**src/rtl/sg_cfg_pkg.sv**
```systemverilog
// sg_cfg_pkg: shared widths, program entry type and arbiter states for the config arbiter
package sg_cfg_pkg;
  localparam int ADDR_W = 3;
  localparam int DATA_W = 5;
  typedef struct packed {
    logic [ADDR_W-1:0] addr;
    logic [DATA_W-1:0] data;
  } sg_entry_t;
  typedef enum logic [1:0] {ST_IDLE, ST_STROBE, ST_GAP} arb_state_t;
endpackage

```
**src/rtl/sg_strobe_sync.sv**
```systemverilog
// sg_strobe_sync: 2-FF synchroniser for an asynchronous pin plus a one-cycle rising-edge pulse
module sg_strobe_sync (
  input  logic clk,
  input  logic rst,
  input  logic d,
  output logic pulse
);
  logic [2:0] sync_d, sync_q;
  always_comb sync_d = {sync_q[1:0], d};
  always_ff @(posedge clk or posedge rst)
    if (rst) sync_q <= '0;
    else sync_q <= sync_d;
  assign pulse = sync_q[1] & ~sync_q[2];
endmodule

```
**src/rtl/sg_config_arbiter.sv**
```systemverilog
// sg_config_arbiter: arbitrates host pin writes and a step-sequencer program onto the generator
// write port, stretching each strobe so the slower scaled generator clock samples it.
module sg_config_arbiter
  import sg_cfg_pkg::*;
#(
  parameter int DEPTH       = 8,
  parameter int STROBE_HOLD = 128,
  parameter int GAP         = 128
) (
  input  logic                     clk,
  input  logic                     rst,
  input  logic                     host_strobe,
  input  logic [ADDR_W-1:0]        host_address,
  input  logic [DATA_W-1:0]        host_data,
  input  logic                     host_prog,
  input  logic                     seq_enable,
  input  logic                     seq_clear,
  input  logic                     step_tick,
  output logic                     sg_write_strobe,
  output logic [ADDR_W-1:0]        sg_address,
  output logic [DATA_W-1:0]        sg_data,
  output logic                     busy,
  output logic [$clog2(DEPTH)-1:0] seq_index,
  output logic [$clog2(DEPTH):0]   prog_count,
  output logic                     host_overrun
);
  localparam int PW = $clog2(DEPTH);
  localparam int CW = $clog2((STROBE_HOLD > GAP ? STROBE_HOLD : GAP) + 1);
  logic host_pulse, prog_we, host_req, step_ok, grant_host, grant_seq;
  logic cap_vld_d, cap_vld_q, cap_prog_d, cap_prog_q;
  logic host_pend_d, host_pend_q, seq_pend_d, seq_pend_q, ovr_d, ovr_q;
  sg_entry_t cap_d, cap_q, host_d, host_q, seq_d, seq_q, out_d, out_q;
  logic [PW-1:0] wr_d, wr_q, rd_d, rd_q, widx;
  logic [PW:0] cnt_d, cnt_q;
  logic [CW-1:0] tmr_d, tmr_q;
  arb_state_t st_d, st_q;
  sg_entry_t mem_q [DEPTH];
  sg_strobe_sync u_sync (.clk(clk), .rst(rst), .d(host_strobe), .pulse(host_pulse));
  always_comb begin
    cap_d       = host_pulse ? {host_address, host_data} : cap_q;
    cap_prog_d  = host_pulse ? host_prog : cap_prog_q;
    cap_vld_d   = host_pulse;
    prog_we     = cap_vld_q & cap_prog_q;
    host_req    = cap_vld_q & ~cap_prog_q;
    // clear beats a same-cycle tick; the tick sees pre-write memory and count
    step_ok     = step_tick & seq_enable & (cnt_q != '0) & ~seq_pend_q & ~seq_clear;
    grant_host  = (st_q == ST_IDLE) & host_pend_q;
    grant_seq   = (st_q == ST_IDLE) & ~host_pend_q & seq_pend_q & ~seq_clear;
    widx        = seq_clear ? '0 : wr_q;
    wr_d        = widx + PW'(prog_we);
    cnt_d       = seq_clear ? (PW+1)'(prog_we)
                            : cnt_q + (PW+1)'(prog_we & (cnt_q != (PW+1)'(DEPTH)));
    rd_d        = seq_clear ? '0
                : step_ok   ? (({1'b0, rd_q} + 1'b1 == cnt_q) ? '0 : rd_q + 1'b1) : rd_q;
    host_d      = host_req ? cap_q : host_q;
    host_pend_d = host_req | (host_pend_q & ~grant_host);
    ovr_d       = ovr_q | (host_req & host_pend_q & ~grant_host);
    seq_d       = step_ok ? mem_q[rd_q] : seq_q;
    seq_pend_d  = ~seq_clear & (step_ok | (seq_pend_q & ~grant_seq));
    out_d       = grant_host ? host_q : grant_seq ? seq_q : out_q;
    st_d        = st_q;
    tmr_d       = tmr_q + 1'b1;
    if (st_q == ST_IDLE) begin
      tmr_d = '0;
      st_d  = (grant_host | grant_seq) ? ST_STROBE : ST_IDLE;
    end else if (st_q == ST_STROBE && tmr_q == CW'(STROBE_HOLD - 1)) begin
      tmr_d = '0;
      st_d  = ST_GAP;
    end else if (st_q == ST_GAP && tmr_q == CW'(GAP - 2)) begin
      st_d  = ST_IDLE;
    end
  end
  always_ff @(posedge clk or posedge rst)
    if (rst) begin
      cap_q       <= '0;
      cap_prog_q  <= 1'b0;
      cap_vld_q   <= 1'b0;
      host_q      <= '0;
      host_pend_q <= 1'b0;
      ovr_q       <= 1'b0;
      seq_q       <= '0;
      seq_pend_q  <= 1'b0;
      out_q       <= '0;
      wr_q        <= '0;
      rd_q        <= '0;
      cnt_q       <= '0;
      tmr_q       <= '0;
      st_q        <= ST_IDLE;
    end else begin
      cap_q       <= cap_d;
      cap_prog_q  <= cap_prog_d;
      cap_vld_q   <= cap_vld_d;
      host_q      <= host_d;
      host_pend_q <= host_pend_d;
      ovr_q       <= ovr_d;
      seq_q       <= seq_d;
      seq_pend_q  <= seq_pend_d;
      out_q       <= out_d;
      wr_q        <= wr_d;
      rd_q        <= rd_d;
      cnt_q       <= cnt_d;
      tmr_q       <= tmr_d;
      st_q        <= st_d;
    end
  always_ff @(posedge clk)
    if (prog_we) mem_q[widx] <= cap_q;
  assign sg_write_strobe = (st_q == ST_STROBE);
  assign sg_address      = out_q.addr;
  assign sg_data         = out_q.data;
  assign busy            = (st_q != ST_IDLE) | host_pend_q | seq_pend_q | cap_vld_q;
  assign seq_index       = rd_q;
  assign prog_count      = cnt_q;
  assign host_overrun    = ovr_q;
endmodule
```
**config.mk**
```make
export PLATFORM = sky130hd
export DESIGN_NAME = sg_config_arbiter
export DESIGN_NICKNAME = d
export VERILOG_FILES = /design/src/rtl/sg_cfg_pkg.sv /design/src/rtl/sg_strobe_sync.sv /design/src/rtl/sg_config_arbiter.sv
export SDC_FILE = /design/constraint.sdc
export NUM_CORES = 1
export LEC_CHECK = 0
export ABC_AREA = 0
export BUFFER_PORTS_ARGS = -buffer_cell sky130_fd_sc_hd__buf_2
export CAP_MARGIN = 20
export CORE_MARGIN = 1
export CORE_UTILIZATION = 50
export CTS_CLUSTER_DIAMETER = 200
export CTS_CLUSTER_SIZE = 40
export DETAILED_ROUTE_END_ITERATION = 10
export PLACE_DENSITY = 0.73
export SYNTH_ARGS = -nofsm -noshare
export SYNTH_HDL_FRONTEND = slang
export SYNTH_SLANG_ARGS = --single-unit
```
**constraint.sdc**
```tcl
create_clock -name clk -period 2 [get_ports clk]
set_clock_uncertainty 0.1 [all_clocks]
set_input_delay 0.2 -clock clk [delete_from_list [all_inputs] [get_ports clk]]
set_output_delay 0.2 -clock clk [all_outputs]
set_load 0.01 [all_outputs]
```
==> results of run 1 <==
-- sequential cells by signal, summed over array words and instances, names as in the netlist --
| register | cells |
|---|---|
| cap_prog_q | 1 |
| cap_q | 8 |
| cap_vld_q | 1 |
| host_overrun | 1 |
| host_pend_q | 1 |
| host_q | 8 |
| mem_q | 64 |
| prog_count | 4 |
| seq_index | 3 |
| seq_pend_q | 1 |
| seq_q | 8 |
| sg_address | 3 |
| sg_data | 5 |
| st_q | 2 |
| tmr_q | 8 |
| u_sync.sync_q | 3 |
| wr_q | 3 |
-- layer usage --
layer	vias up	wire length [um]	track usage, %	share of wire [%]
met4	0	156	9.231	1.7
met5	-	0	0	0
met3	17	322	4.925	3.6
met2	58	4574	33.51	51
met1	1454	3921	25.21	44
li1	1429	-	-	-
-- final cells by class --
type                       instances  area share (%)
multi-input combinational        211           24.73
inverter                           5          0.3056
tap                              133           2.709
clock inverter                    14           2.200
clock buffer                      18           6.967
timing repair buffer              64           7.313
sequential                       124           55.78
-- stage by stage --
stage	setup slack, ns	std cells	cell area, um^2
4_1_cts	0.009205	569	6142
3_3_place_gp	0.2964	522	5416
5_1_grt	-0.03346	569	6142
3_5_place_dp	0.2569	522	5416
2_1_floorplan	0.01759	354	5019
6_report	0.01095	569	6142
-- placed cells by master (no fill, tap or decap), drive strengths merged, types with 5 or more instances in the layout --
cell type / instances
edfxtp: 64
nor2: 28
xnor2: 5
dlygate4sd3: 12
clkinv: 5
mux2: 10
a21oi: 5
nor3: 8
o21ai: 14
nor2b: 7
nand2: 60
dfrtp: 60
ha: 7
clkbuf: 18
inv: 10
mux2i: 8
buf: 52
a31oi: 8
xor2: 7
mux4: 16
-- cell families after synthesis --
kind of cell / Yosys count
AOI/OAI and AO/OA: 33
and+or+nand+nor: 125
DFF: 124
buffers and inverters: 19
adders and majority gates: 7
xor gates and xnor gates: 12
muxes: 34
-- power breakdown --
part,leakage (nW),internal (mW),total (mW),switching (mW)
clock,0.271,1.70,2.86,1.16
combinational,0.868,0.208,0.398,0.191
sequential,1.32,2.91,3.07,0.164
total,2.46,4.82,6.33,1.51
-- final timing paths --
path                                  start                to  slack (ns)  depth (start not counted)
max reg2reg                    seq_index[0]          seq_q[3]        0.25                          4
min in group asynchronous               rst     sg_address[0]        0.17                          4
max in group asynchronous               rst          cap_q[0]        1.34                          4
min reg2reg                u_sync.sync_q[0]  u_sync.sync_q[1]        0.25                          0
max                                 st_q[0]              busy        0.01                          3
min                               step_tick          seq_q[6]        0.14                          5
-- critical path: stages (launching register included) --
cell and delay (ns):
dfrtp_2 0.43, nor2_4 0.12, or4b_4 0.48, buf_6 0.14
-- repair_timing --
item                                    CTS  global route
buffers inserted                          3             0
gates resized for setup                   6             0
hold buffers                             12             0
hold endpoints to repair                 72             0
endpoints found under the setup margin    1             1
pin swaps                                 1             1
==> impl_metrics.toml, run 1 <==
[grt]
grt_pass1_wl_um = 15120
grt_max_degree = 61
grt_usage_pct = 20.19
overflow = 0
grt_pass1_vias = 2976
antenna_found_initial = 0

[finish]
syn2layout_area_growth_pct = 22.39
seq_area_um2 = 3426
drive_gt1_share_pct = 27.06
nFillCells = 748
diodes = 0
final_util_pct = 63.13
nNetsFinal = 445
multi_input_area_um2 = 1519

[critical_path]
arrival_ns = 1.69
critPathKind = "reg2out"
path_max_fanout = 2
endpoint_kind = "output port"
crit_required_ns = 1.70
start_kind = "flip-flop"

[power]
ir_drop_uv = 864.9
power.leakage_nw = 2.461
finalPower_mw = 6.333
power_density_nw_per_um2 = 1031

[run]
max_cap_violations = 0

[sta]
setup_viol = 0
setup_tns_ns = 0
fin_crit_ns = 1.989
max_slew.worst_pin.slew_ns = 0.8155
fmaxAchievable_ghz = 0.5028
slew_headroom_pct = 45.34
whs_ns = 0.1355
period_share_pct = 99.45
hold_viol_final = 0
drv_slew = 0
rsz0062_at_grt = "yes"

[synthesis]
synth_edf_count = 64
synthMuxAreaShare_pct = 11.02
synthTopCellsByCount = "64 x edfxtp_1, 60 x dfrtp_1, 60 x nand2_1"
synth_area_um2 = 5019
synth-compound-area-share_pct = 3.839
yosysSeqAreaShare_pct = 68.21
synth_flop_cell = "edfxtp_1"
netlist_instances = 354
synth_area_leaders = "edfxtp_1 38%, dfrtp_1 30%, mux4_2 7.2%"
syn_nets = 376
synth_most_common_cell = "edfxtp_1"
synth_top_area_share_pct = 38.29
synth-seq-cells = 124
synth_xor_area_share_pct = 2.094
synth.distinct_cells = 42
yosys.area_share.simple_pct = 11.34
avgSynthCellArea_um2 = 14.18
synth_top_cell_by_area = "edfxtp_1"
synth_top_family_by_area = "simple AND/OR/NAND/NOR gates"
postSynth.asyncResetShare_pct = 48.39
synth_fa_ha_area_share_pct = 1.745
ys_warn_count = 0

[die]
ios = 33
start_util_pct = 51.58
rows = 36
fp.coreArea_um2 = 9729
die_area_um2 = 10440
die_h_um = 102.2
fp.dieW_um = 102.2

[drt]
postRouteAntennaNets = 0
drt_iter0_markers = 140
vias = 2958
drc = 0
viasPerCell = 5.199
wl_um = 8974
wl_per_cell_um = 15.77
drtPass1Iterations = 4

[worst_hold_path]
hold_path.class = "in2reg"

[cts]
worstSkewPairLatency_ns = 0.52
clkSinkCount = 124
root_buffer = "clkbuf_8"
ctsHtreeMaxLevel = 4
cts-buffers-inserted = 17
clk_pin_slew_ns = 0.06
cts_tree = "yes"
clk_path_buf_depth = 2

[place]
numPortBuffers = 32
dp_hpwl_um = 5790
gp_congestion = 0.7502

[status]
status = "completed"
Power figures use the tool's default switching activity.
==> run 2, diff against run 1 <==
--- a/config.mk
+++ b/config.mk
@@ -11,9 +11,10 @@
 export CORE_MARGIN = 1
 export CORE_UTILIZATION = 50
 export CTS_CLUSTER_DIAMETER = 200
-export CTS_CLUSTER_SIZE = 40
+export CTS_CLUSTER_SIZE = 30
 export DETAILED_ROUTE_END_ITERATION = 10
 export PLACE_DENSITY = 0.73
+export RECOVER_POWER = 25
 export SYNTH_ARGS = -nofsm -noshare
 export SYNTH_HDL_FRONTEND = slang
 export SYNTH_SLANG_ARGS = --single-unit
==> run 2 against run 1 <==
  * Combinational power decreased by 1%
  * Worst hold slack got worse by 0.0011 ns
  * Register-to-register slack about the same
  * Wire length decreased by 0.17%
  * Fmax about the same
  * Critical endpoint unchanged
  * Highest routed layer unchanged
==> impl_metrics.toml, run 2 (synthesis results as in run 1) <==
[status]
status = "completed"

[sta]
fmaxAchievable_ghz = 0.5028
period_share_pct = 99.44
fin_crit_ns = 1.989
setup_viol = 0
hold_viol_final = 0
rsz0062_at_grt = "yes"
setup_tns_ns = 0
drv_slew = 0
max_slew.worst_pin.slew_ns = 1.300
slew_headroom_pct = 13.34
fin_ws_ns = 0.01128

[grt]
grt_usage_pct = 20.19
grt_pass1_vias = 2976
antenna_found_initial = 0
grt_pass1_wl_um = 15120
grt_max_degree = 61
overflow = 0

[finish]
nNetsFinal = 445
drive_gt1_share_pct = 26.83
largest-register = "mem_q"
layout_commonest_cell = "edfxtp_1"
final_cell_mix = "64 x edfxtp_1, 60 x nand2_1, 58 x dfrtp_1, 32 x buf_2, 27 x nor2_1"
nFillCells = 749
diodes = 0
largest_reg_flops = 64
syn2layout_area_growth_pct = 22.09

[cts]
ctsHtreeMaxLevel = 4
clk_pin_slew_ns = 0.06
worstSkewPairLatency_ns = 0.52
root_buffer = "clkbuf_8"
clkSinkCount = 124
cts_tree = "yes"
clk_path_buf_depth = 2
cts-buffers-inserted = 17

[critical_path]
endpoint_kind = "output port"
critPathKind = "reg2out"
cp_slowest_cell = "or4b_4"
critPathMaxStageDelay_ns = 0.48
crit_required_ns = 1.70
path_buf_inv = 1
path_max_fanout = 2
arrival_ns = 1.69
rrSetupSlack_ns = 0.26
startpoint = "st_q[0]"
cp_top_family = "simple AND/OR/NAND/NOR gates"
start_kind = "flip-flop"
cp_cell_sequence = "nor2_4 -> or4b_4 -> buf_6"
r2r-start = "seq_index[0]"

[run]
max_cap_violations = 0

[die]
ios = 33
die_h_um = 102.2
fp.dieW_um = 102.2
rows = 36
start_util_pct = 51.58
die_area_um2 = 10440
fp.coreArea_um2 = 9729

[power]
power.leakage_nw = 2.456
power_density_nw_per_um2 = 1033
ir_drop_uv = 862.0

[place]
dp_hpwl_um = 5790
numPortBuffers = 32
gp_congestion = 0.7502
post-place-ws_ns = 0.2569

[worst_hold_path]
min_from = "step_tick"
hold_path.class = "in2reg"

[drt]
viasPerCell = 5.181
vias = 2948
drtPass1Iterations = 5
postRouteAntennaNets = 0
drc = 0
wl_per_cell_um = 15.75
wl_um = 8959
drt_iter0_markers = 140
## run 2: cell count changes in the layout (fill, tap and decap cells not counted)
cell / before / now
buf_12: 1 / 0
inv_2: 1 / 0
inv_1: 3 / 4
buf_2: 31 / 32
## run 2: layout make-up
class / instances / area (um^2) / share of cell area [%]
Sequential cell: 124 / 3426 / 55.91
Multi-Input combinational cell: 211 / 1519 / 24.79
Timing Repair Buffer: 64 / 434.2 / 7.086
Clock buffer: 18 / 427.9 / 6.984
Tap cell: 133 / 166.4 / 2.716
Clock inverter: 14 / 135.1 / 2.205
Inverter: 5 / 18.77 / 0.3063
## run 2: worst paths after layout
| kind | cells past startpoint | endpoint |
|---|---|---|
| setup / recovery | 3 | busy |
| max in group asynchronous | 4 | st_q[0] |
| min in group asynchronous | 4 | sg_address[0] |
| hold / removal | 5 | seq_q[3] |
| setup reg to reg | 4 | seq_q[3] |
| hold reg to reg | 0 | u_sync.sync_q[1] |
## run 2: worst reg2reg max path, delay by kind of cell, from the launching register on
| family | cells | cell delay [ns] |
|---|---|---|
| AOI/OAI and AO/OA | 1 | 0.08 |
| buffers and inverters | 1 | 0.34 |
| DFF | 1 | 0.37 |
| muxes | 1 | 0.61 |
| and+or+nand+nor | 1 | 0.09 |
## run 2: repair_timing
item / 4_1_cts / 5_1_grt
endpoints found under the setup margin: 1 / 1
gates resized for setup: 6 / 0
hold buffers: 12 / 0
setup buffers: 3 / 0
endpoints found under the hold margin: 72 / 0
pin swaps: 1 / 1
## run 2: where the power goes
| part | internal, mW | switching (mW) | total [mW] |
|---|---|---|---|
| combinational | 0.204 | 0.190 | 0.394 |
| clock | 1.70 | 1.16 | 2.86 |
| sequential | 2.91 | 0.163 | 3.07 |
## run 2: stage by stage
| step | hold slack, ns | total power, mW | instances | util (%) | instance area (um^2) |
|---|---|---|---|---|---|
| after CTS | 0.1187 | 6.398 | 569 | 63.13 | 6142 |
| after floorplan | 0.1314 | 3.362 | 354 | - | 5019 |
| after global routing | 0.1821 | 6.599 | 569 | 62.98 | 6127 |
| final | 0.1343 | 6.328 | 569 | 62.98 | 6127 |
| after detailed placement | 0.1874 | 3.510 | 522 | 55.67 | 5416 |
| after global placement | 0.1825 | 3.479 | 522 | 55.67 | 5416 |
## run 2: routing by layer
layer / share of wire (%) / vias to the layer above / global-route usage (%)
met5: 0 / - / 0
met4: 1.7 / 0 / 9.231
met3: 3.6 / 17 / 4.925
met2: 51 / 58 / 33.51
met1: 44 / 1443 / 25.21
li1: - / 1430 / -
